### src/rtl/events_apb_pkg.sv
// +----------------------------------------------------------------------------+
// | events_apb_pkg : address map, bus state and source codes shared by the     |
// |                  event-to-APB master and the APB event logger.             |
// | Revision       : 1.0                                                       |
// +----------------------------------------------------------------------------+
`default_nettype none

package events_apb_pkg;

  localparam logic [31:0] A_ADDR   = 32'hABBA_0000;
  localparam logic [31:0] B_ADDR   = 32'hBAFF_0000;
  localparam logic [31:0] C_ADDR   = 32'hCAFE_0000;
  localparam logic [31:0] CLR_ADDR = 32'hC1EA_0000;

  typedef enum logic [0:0] {
    IDLE   = 1'b0,
    ACCESS = 1'b1
  } apb_state_t;

  localparam logic [1:0] SRC_NONE = 2'd0;
  localparam logic [1:0] SRC_A    = 2'd1;
  localparam logic [1:0] SRC_B    = 2'd2;
  localparam logic [1:0] SRC_C    = 2'd3;

endpackage

`default_nettype wire

### src/rtl/sat_counter.sv
// +----------------------------------------------------------------------------+
// | sat_counter : up-counter that holds at all-ones instead of wrapping.       |
// | Revision    : 1.0                                                          |
// +----------------------------------------------------------------------------+
`default_nettype none

module sat_counter #(
  parameter int CNT_W = 16
) (
  input  logic             clk,
  input  logic             reset,
  input  logic             i_inc,
  input  logic             i_clr,
  output logic [CNT_W-1:0] o_count
);

  localparam logic [CNT_W-1:0] C_MAX = '1;

  logic [CNT_W-1:0] r_count;

  always_ff @(posedge clk or negedge reset) begin
    if (!reset) begin
      r_count <= '0;
    end else if (i_clr) begin
      r_count <= '0;
    end else if (i_inc && (r_count != C_MAX)) begin
      r_count <= r_count + 1'b1;
    end
  end

  assign o_count = r_count;

endmodule

`default_nettype wire

### src/rtl/apb_event_logger.sv
// +----------------------------------------------------------------------------+
// | apb_event_logger : APB completer counting event writes per source, with    |
// |                    programmable wait states and error response.            |
// | Revision         : 1.0                                                     |
// +----------------------------------------------------------------------------+
`default_nettype none

module apb_event_logger
  import events_apb_pkg::*;
#(
  parameter int WAIT_CYCLES = 1,
  parameter int CNT_W       = 16
) (
  input  logic             clk,
  input  logic             reset,
  input  logic             apb_psel_i,
  input  logic             apb_penable_i,
  input  logic [31:0]      apb_paddr_i,
  input  logic             apb_pwrite_i,
  input  logic [31:0]      apb_pwdata_i,
  output logic             apb_pready_o,
  output logic [31:0]      apb_prdata_o,
  output logic             apb_pslverr_o,
  output logic [CNT_W-1:0] cnt_a_o,
  output logic [CNT_W-1:0] cnt_b_o,
  output logic [CNT_W-1:0] cnt_c_o,
  output logic [31:0]      last_pwdata_o,
  output logic [1:0]       last_src_o,
  output logic             err_pulse_o
);

  localparam logic [3:0] C_WAIT = 4'(WAIT_CYCLES);

  apb_state_t       r_state;
  apb_state_t       w_state_nxt;
  logic [3:0]       r_wait;
  logic [3:0]       w_wait_nxt;
  logic             w_setup;
  logic [31:0]      r_addr;
  logic [31:0]      r_wdata;
  logic             r_write;
  logic [31:0]      r_last_pwdata;
  logic [1:0]       r_last_src;
  logic             r_err_pulse;
  logic             w_pready;
  logic             w_complete;
  logic             w_hit_a;
  logic             w_hit_b;
  logic             w_hit_c;
  logic             w_hit_clr;
  logic             w_mapped;
  logic             w_clr;
  logic [2:0]       w_inc;
  logic [CNT_W-1:0] w_cnt [3];

  assign w_hit_a   = (r_addr == A_ADDR);
  assign w_hit_b   = (r_addr == B_ADDR);
  assign w_hit_c   = (r_addr == C_ADDR);
  assign w_hit_clr = (r_addr == CLR_ADDR);
  assign w_mapped  = w_hit_a | w_hit_b | w_hit_c | w_hit_clr;

  // pready comes from registered state only, so WAIT_CYCLES=0 completes in one access cycle
  assign w_pready   = (r_state == ACCESS) && (r_wait == 4'd0);
  assign w_complete = w_pready && apb_psel_i && apb_penable_i;

  always_ff @(posedge clk or negedge reset) begin
    if (!reset) begin
      r_state <= IDLE;
      r_wait  <= 4'd0;
    end else begin
      r_state <= w_state_nxt;
      r_wait  <= w_wait_nxt;
    end
  end

  always_comb begin
    w_state_nxt = r_state;
    w_wait_nxt  = r_wait;
    w_setup     = 1'b0;
    case (r_state)
      IDLE: begin
        if (apb_psel_i && !apb_penable_i) begin
          w_state_nxt = ACCESS;
          w_wait_nxt  = C_WAIT;
          w_setup     = 1'b1;
        end
      end
      ACCESS: begin
        if (!apb_psel_i) begin
          w_state_nxt = IDLE;
        end else begin
          if (r_wait != 4'd0) begin
            w_wait_nxt = r_wait - 4'd1;
          end
          if (w_complete) begin
            w_state_nxt = IDLE;
          end
        end
      end
      default: w_state_nxt = IDLE;
    endcase
  end

  always_ff @(posedge clk or negedge reset) begin
    if (!reset) begin
      r_addr  <= 32'd0;
      r_wdata <= 32'd0;
      r_write <= 1'b0;
    end else if (w_setup) begin
      r_addr  <= apb_paddr_i;
      r_wdata <= apb_pwdata_i;
      r_write <= apb_pwrite_i;
    end
  end

  assign w_clr = w_complete && r_write && w_hit_clr;
  assign w_inc = {3{w_complete && r_write}} & {w_hit_c, w_hit_b, w_hit_a};

  for (genvar gi = 0; gi < 3; gi++) begin : g_cnt
    sat_counter #(
      .CNT_W (CNT_W)
    ) u_cnt (
      .clk     (clk),
      .reset   (reset),
      .i_inc   (w_inc[gi]),
      .i_clr   (w_clr),
      .o_count (w_cnt[gi])
    );
  end

  always_ff @(posedge clk or negedge reset) begin
    if (!reset) begin
      r_last_pwdata <= 32'd0;
      r_last_src    <= SRC_NONE;
      r_err_pulse   <= 1'b0;
    end else begin
      r_err_pulse <= w_complete && !w_mapped;
      if (w_clr) begin
        r_last_pwdata <= 32'd0;
        r_last_src    <= SRC_NONE;
      end else if (w_inc != 3'b000) begin
        r_last_pwdata <= r_wdata;
        r_last_src    <= w_hit_a ? SRC_A : (w_hit_b ? SRC_B : SRC_C);
      end
    end
  end

  always_comb begin
    apb_prdata_o = 32'd0;
    if (w_pready && !r_write) begin
      if (w_hit_a) begin
        apb_prdata_o = 32'(w_cnt[0]);
      end else if (w_hit_b) begin
        apb_prdata_o = 32'(w_cnt[1]);
      end else if (w_hit_c) begin
        apb_prdata_o = 32'(w_cnt[2]);
      end else if (w_hit_clr) begin
        apb_prdata_o = {30'd0, r_last_src};
      end
    end
  end

  assign apb_pready_o  = w_pready;
  assign apb_pslverr_o = w_pready && !w_mapped;
  assign cnt_a_o       = w_cnt[0];
  assign cnt_b_o       = w_cnt[1];
  assign cnt_c_o       = w_cnt[2];
  assign last_pwdata_o = r_last_pwdata;
  assign last_src_o    = r_last_src;
  assign err_pulse_o   = r_err_pulse;

endmodule

`default_nettype wire
### config.mk
export PLATFORM = sky130hd
export DESIGN_NAME = apb_event_logger
export DESIGN_NICKNAME = d
export VERILOG_FILES = /design/src/rtl/events_apb_pkg.sv /design/src/rtl/sat_counter.sv /design/src/rtl/apb_event_logger.sv
export SDC_FILE = /design/constraint.sdc
export NUM_CORES = 1
export LEC_CHECK = 0
export CAP_MARGIN = 10
export CORE_ASPECT_RATIO = 1.4
export CORE_UTILIZATION = 50
export DETAILED_ROUTE_END_ITERATION = 8
export PLACE_DENSITY = 0.81
export SYNTH_ARGS = -nofsm -noshare
export SYNTH_HDL_FRONTEND = slang
export SYNTH_SLANG_ARGS = --single-unit
export TNS_END_PERCENT = 50
### constraint.sdc
create_clock -name clk -period 3.7 [get_ports clk]
set_clock_uncertainty 0.05 [all_clocks]
set_input_delay 0.74 -clock clk [delete_from_list [all_inputs] [get_ports clk]]
set_output_delay 0.74 -clock clk [all_outputs]
set_load 0.01 [all_outputs]
Word level (Yosys, flattened, before mapping)
Index checks and enable logic that the tools add are counted.
Operators by class
  $add $sub $neg: 4
  equal/unequal tests: 10
  mux-type cells: 26
  bitwise operators: 5
  reduce and logical (&&, ||, !) cells: 23
Operators by type and width (count)
  $eq 32x32->1 const B: 4
  $mux 16: 8
  $mux 32: 4
  $add 16x1->16 const B: 3
  $ne 16x16->1 const B: 3
  $logic_and 1x1->1: 12
  $mux 4: 3
  $mux 2: 4
  $pmux 4 s2: 1
  $reduce_bool 2->1: 4
  $mux 1: 5
  $logic_not 4->1: 1
  $ne 2x2->1 const B: 2
  $reduce_bool 4->1: 1
  $sub 4x1->4 const B: 1
  $and 3x3->3: 1
  $logic_not 1->1: 3
  $or 1x1->1: 3
  $reduce_and 3->1: 1
  $reduce_bool 3->1: 1
  $ne 2x1->1 const B: 1
  $pmux 1 s2: 1
  $not 1->1: 1
Word-level totals
  register bits after elaboration: 153
  input bits: 69
  output and inout port bits: 117
  logic and storage cells: 79

Logic depth before layout (Yosys ltp)
  word-level depth: 9
  mapped depth: 10
  mapped depth without buffers: 7

Cells and area by module
A second synthesis with hierarchy kept.
Unflattened totals
  cells, all modules: 696
  area total of the unflattened synthesis: 7905.1 sq um
By module, submodules not included
  apb_event_logger: times used 1, cells each 402, area each 5078.6 sq um, seq. area each 2627.5 sq um
  sat_counter: times used 3, cells each 98, area each 942.2 sq um, seq. area each 400.4 sq um

Worst setup path before layout
No wires, ideal clock.
  kind: register to output
  start: register r_addr[13]
  end: output apb_prdata_o[6]
  arrival time: 2.427 ns
  data required time: 2.910 ns
  setup slack: 0.483 ns
  cell stages (with the launch flop): 8
  buffers on the path: 2
  cells stage by stage: dfrtp_1 > or4_4 > or2_1 > buf_2 > nor4_1 > buf_2 > a22oi_1 > nor2_1
On the way
  longest elaborated chain between the ends: 5
  elaborated cells between the ends (all ways): 7
  classes of those cells: 3 x eq/ne; 4 x mux
RTL lines
  from (decl): RTL line apb_event_logger.sv:39  | logic [31:0] r_addr;
  from (signal assigned): RTL line apb_event_logger.sv:110  | r_addr <= apb_paddr_i;
  $eq 32x32->1: RTL line apb_event_logger.sv:58  | assign w_hit_c = (r_addr == C_ADDR);
  $mux 16: RTL line apb_event_logger.sv:155  | end else if (w_hit_c) begin
  $mux 16: RTL line apb_event_logger.sv:153  | end else if (w_hit_b) begin
  $mux 32 (*): RTL line apb_event_logger.sv:151  | if (w_hit_a) begin
  $mux 32 (*): RTL line apb_event_logger.sv:150  | if (w_pready && !r_write) begin
  to (decl): RTL line apb_event_logger.sv:22  | output logic [31:0] apb_prdata_o,
Every way passes the cells marked *; elsewhere a longest branch is shown, timed or not.

Worst setup path after layout
  start: register r_addr[13]
  end: output apb_prdata_o[14]
Same word-level chain as after synthesis.

==> impl_metrics.yaml <==
yosys:
  ys_warn_count: 0
  synth_cell_type_count: 59
  async_flop_share: 1.00
  yosys.area.top_type_share: 0.504
  ys_seq_area_frac: 0.504
  synth_area_leaders: "dfrtp_1, mux2_2, a22o_1"
  ys_seq_elements: 153
  syn-cell-area_mm2: 0.00759
  synth_edf_count: 0
  synth_top_flop_cell: "dfrtp_1"
  synth_top_area_cell: "dfrtp_1"
  syn_inst: 706
  postSynthAreaPerCell_um2: 10.8
global_route:
  grt_max_degree: 90
  antenna_found_initial: 0
  first_global_vias: 6847
  grt_util_all_layers: 0.292
  grt_overflow: 0
  grt_pass1_wl_mm: 35.8
critical_path:
  crit_slowest_cell: "or4_4"
  cp_cell_sequence: "or4_4, or2_4, nor3_1, buf_4, a22oi_1, nor2_1, clkdlybuf4s50_1"
  worstSetupStartpointType: "flop"
  crit_type: "reg2out"
  crit_path_end_kind: "primary output"
  critPathTopFamily: "simple AND/OR/NAND/NOR gates"
  max_stage_delay_ps: 570
  worstPathRequired_ps: 2910
  crit_buf_inv: 2
  path_max_fanout: 8
  worstPathArrival_ps: 2960
die:
  die_h_um: 148
  rows: 52
  dieArea_mm2: 0.0157
  ios: 186
  initial_core_util: 0.518
  die-width_um: 106
  core_mm2: 0.0146
placed_design:
  gp_congestion: 0.973
  io_buffers: 169
  placed_area_mm2: 0.00949
  dpl.hpwl_mm: 15.4
drt:
  drc: 0
  ant_nets: 0
  detail_route.iter0.violations: 509
  wl_per_cell_um: 20.3
  viasPerCell: 6.30
  wl_mm: 21.9
  num_vias: 6794
  first_pass_iters: 5
run_status:
  status: "finished, violations left"
  violations: "setup timing"
clock_tree:
  clock-sinks: 153
  clock_path_buffers: 2
  root_buffer: "clkbuf_16"
  ctsHtreeMaxLevel: 4
  clk_pin_slew_ps: 70
  cts_hold_buffers: 0
  clock_latency_ps: 430
  cts_tree: "yes"
  cts_made_buffers: 17
power_and_ir_drop:
  seq_power_share: 0.471
  internal_power_w: 0.00306
  power_density_mw_per_mm2: 421
  switching_power_w: 0.00120
  netSwitchingFraction: 0.282
  leakagePower_nw: 4.08
  irDropWorstVdd_mv: 0.346
  power_frac_comb: 0.125
  clkPwrFrac: 0.404
timing:
  tightest_slew_ps: 840
  fmax_ghz: 0.267
  hold_viol_final: 0
  maxSlewViolCount: 0
  fin_crit_ps: 3750
  setup_viol: 1
  period_share: 1.01
  rsz0062_at_grt: "true"
  slew_headroom: 0.440
  layout_setup_ws_ps: -51.7
cells_and_area:
  n_fill_cell: 1095
  drive_gt1_frac: 0.165
  fin_area_mm2: 0.0101
  fin_util: 0.692
  layout_commonest_cell: "dfrtp_1"
  layout_common_cells: "dfrtp_1, clkdlybuf4s50_1, mux2_2, a21oi_1, o21ai_0"
  nets: 950
  area_growth_pct: 33.5
  num_antenna_cells: 0
flow_run:
  maxCapViolCount: 0
worst_hold_path:
  hold_path_class: "in2async"
metal layers:
layer	share of wire	track usage	vias to the layer above
li1	-	-	3016
met1	0.37	0.347	3343
met2	0.51	0.499	369
met3	0.078	0.0648	66
met4	0.038	0.138	0
met5	0	0	-
cell type report:
type | instances | area [um2] | area share
Tap cell | 189 | 236 | 0.0233
Timing Repair Buffer | 195 | 1900 | 0.188
Inverter | 12 | 45.0 | 0.00445
Clock inverter | 15 | 166 | 0.0164
Sequential cell | 153 | 3830 | 0.378
Clock buffer | 17 | 425 | 0.0420
Multi-Input combinational cell | 498 | 3530 | 0.348
repair_timing:
item,CTS,global route
buffers inserted,3,0
pin swaps,3,0
gates cloned,1,0
endpoints found under the hold margin,0,0
endpoints found under the setup margin,17,5
resized for setup,21,4
state kept, by name, indices dropped and copies added (netlist names):
| register | flops |
|---|---|
| g_cnt.u_cnt.o_count | 48 |
| last_pwdata_o | 32 |
| r_addr | 32 |
| r_wdata | 32 |
| r_wait | 4 |
| last_src_o | 2 |
| err_pulse_o | 1 |
| r_state | 1 |
| r_write | 1 |
worst paths after layout:
path | startpoint | endpoint | slack (ps) | cells past startpoint
max | r_addr[13]$_DFFE_PN0P_ | apb_prdata_o[14] | -50 | 7
min | reset | g_cnt[0].u_cnt.o_count[3]$_DFFE_PN0P_ | 310 | 1
max reg2reg | r_wait[0]$_DFFE_PN0P_ | g_cnt[1].u_cnt.o_count[9]$_DFFE_PN0P_ | 750 | 10
min reg2reg | r_wdata[23]$_DFFE_PN0P_ | last_pwdata_o[23]$_DFFE_PN0P_ | 440 | 1
max in group asynchronous | reset | r_write$_DFFE_PN0P_ | 2370 | 2
min in group clk | r_wdata[23]$_DFFE_PN0P_ | last_pwdata_o[23]$_DFFE_PN0P_ | 440 | 1
per-stage QoR:
step	power, W	setup slack [ps]	TNS (ps)	hold slack, ps	std cells
global placement	0.00250	227	0	420	1043
detailed placement	0.00256	204	0	427	1043
finish	0.00427	-51.7	-51.7	309	1079
global route	0.00443	-110	-110	382	1079
CTS	0.00429	-29.8	-29.8	357	1079
floorplan	0.00233	483	0	394	721
cells by family (layout without fill, tap and decap cells):
logic type               Yosys count  after routing  synth area share
other                              1             16          0.000494
buffers and inverters             70            239            0.0455
multiplexers                      68             68             0.100
AND/OR/NAND/NOR                  222            222             0.178
adder cells (fa/ha/maj)            4              4           0.00659
flip-flops                       153            153             0.504
AO/OA/AOI/OAI                    188            188             0.165
synth_stat cells (16+ instances only):
| cell | n |
|---|---|
| nand4_1 | 16 |
| dfrtp_1 | 153 |
| a21oi_1 | 46 |
| nor2_1 | 28 |
| a22o_1 | 40 |
| buf_4 | 16 |
| o21ai_0 | 44 |
| nand2_1 | 27 |
| o31ai_1 | 17 |
| or3_1 | 22 |
| mux2_2 | 65 |
| clkbuf_1 | 33 |
| nand3_1 | 30 |
| or4_1 | 23 |
power by group through the flow:
| stage | Clock, W | Combinational (W) | Sequential [W] |
|---|---|---|---|
| 5_1_grt | 0.00181 | 0.000583 | 0.00203 |
| 2_1_floorplan | 0 | 0.000354 | 0.00198 |
| 3_5_place_dp | 0 | 0.000528 | 0.00203 |
| 4_1_cts | 0.00175 | 0.000536 | 0.00200 |
| 6_report | 0.00172 | 0.000533 | 0.00201 |
| 3_3_place_gp | 0 | 0.000496 | 0.00201 |
Note: power is estimated with default switching activity, not from simulation.
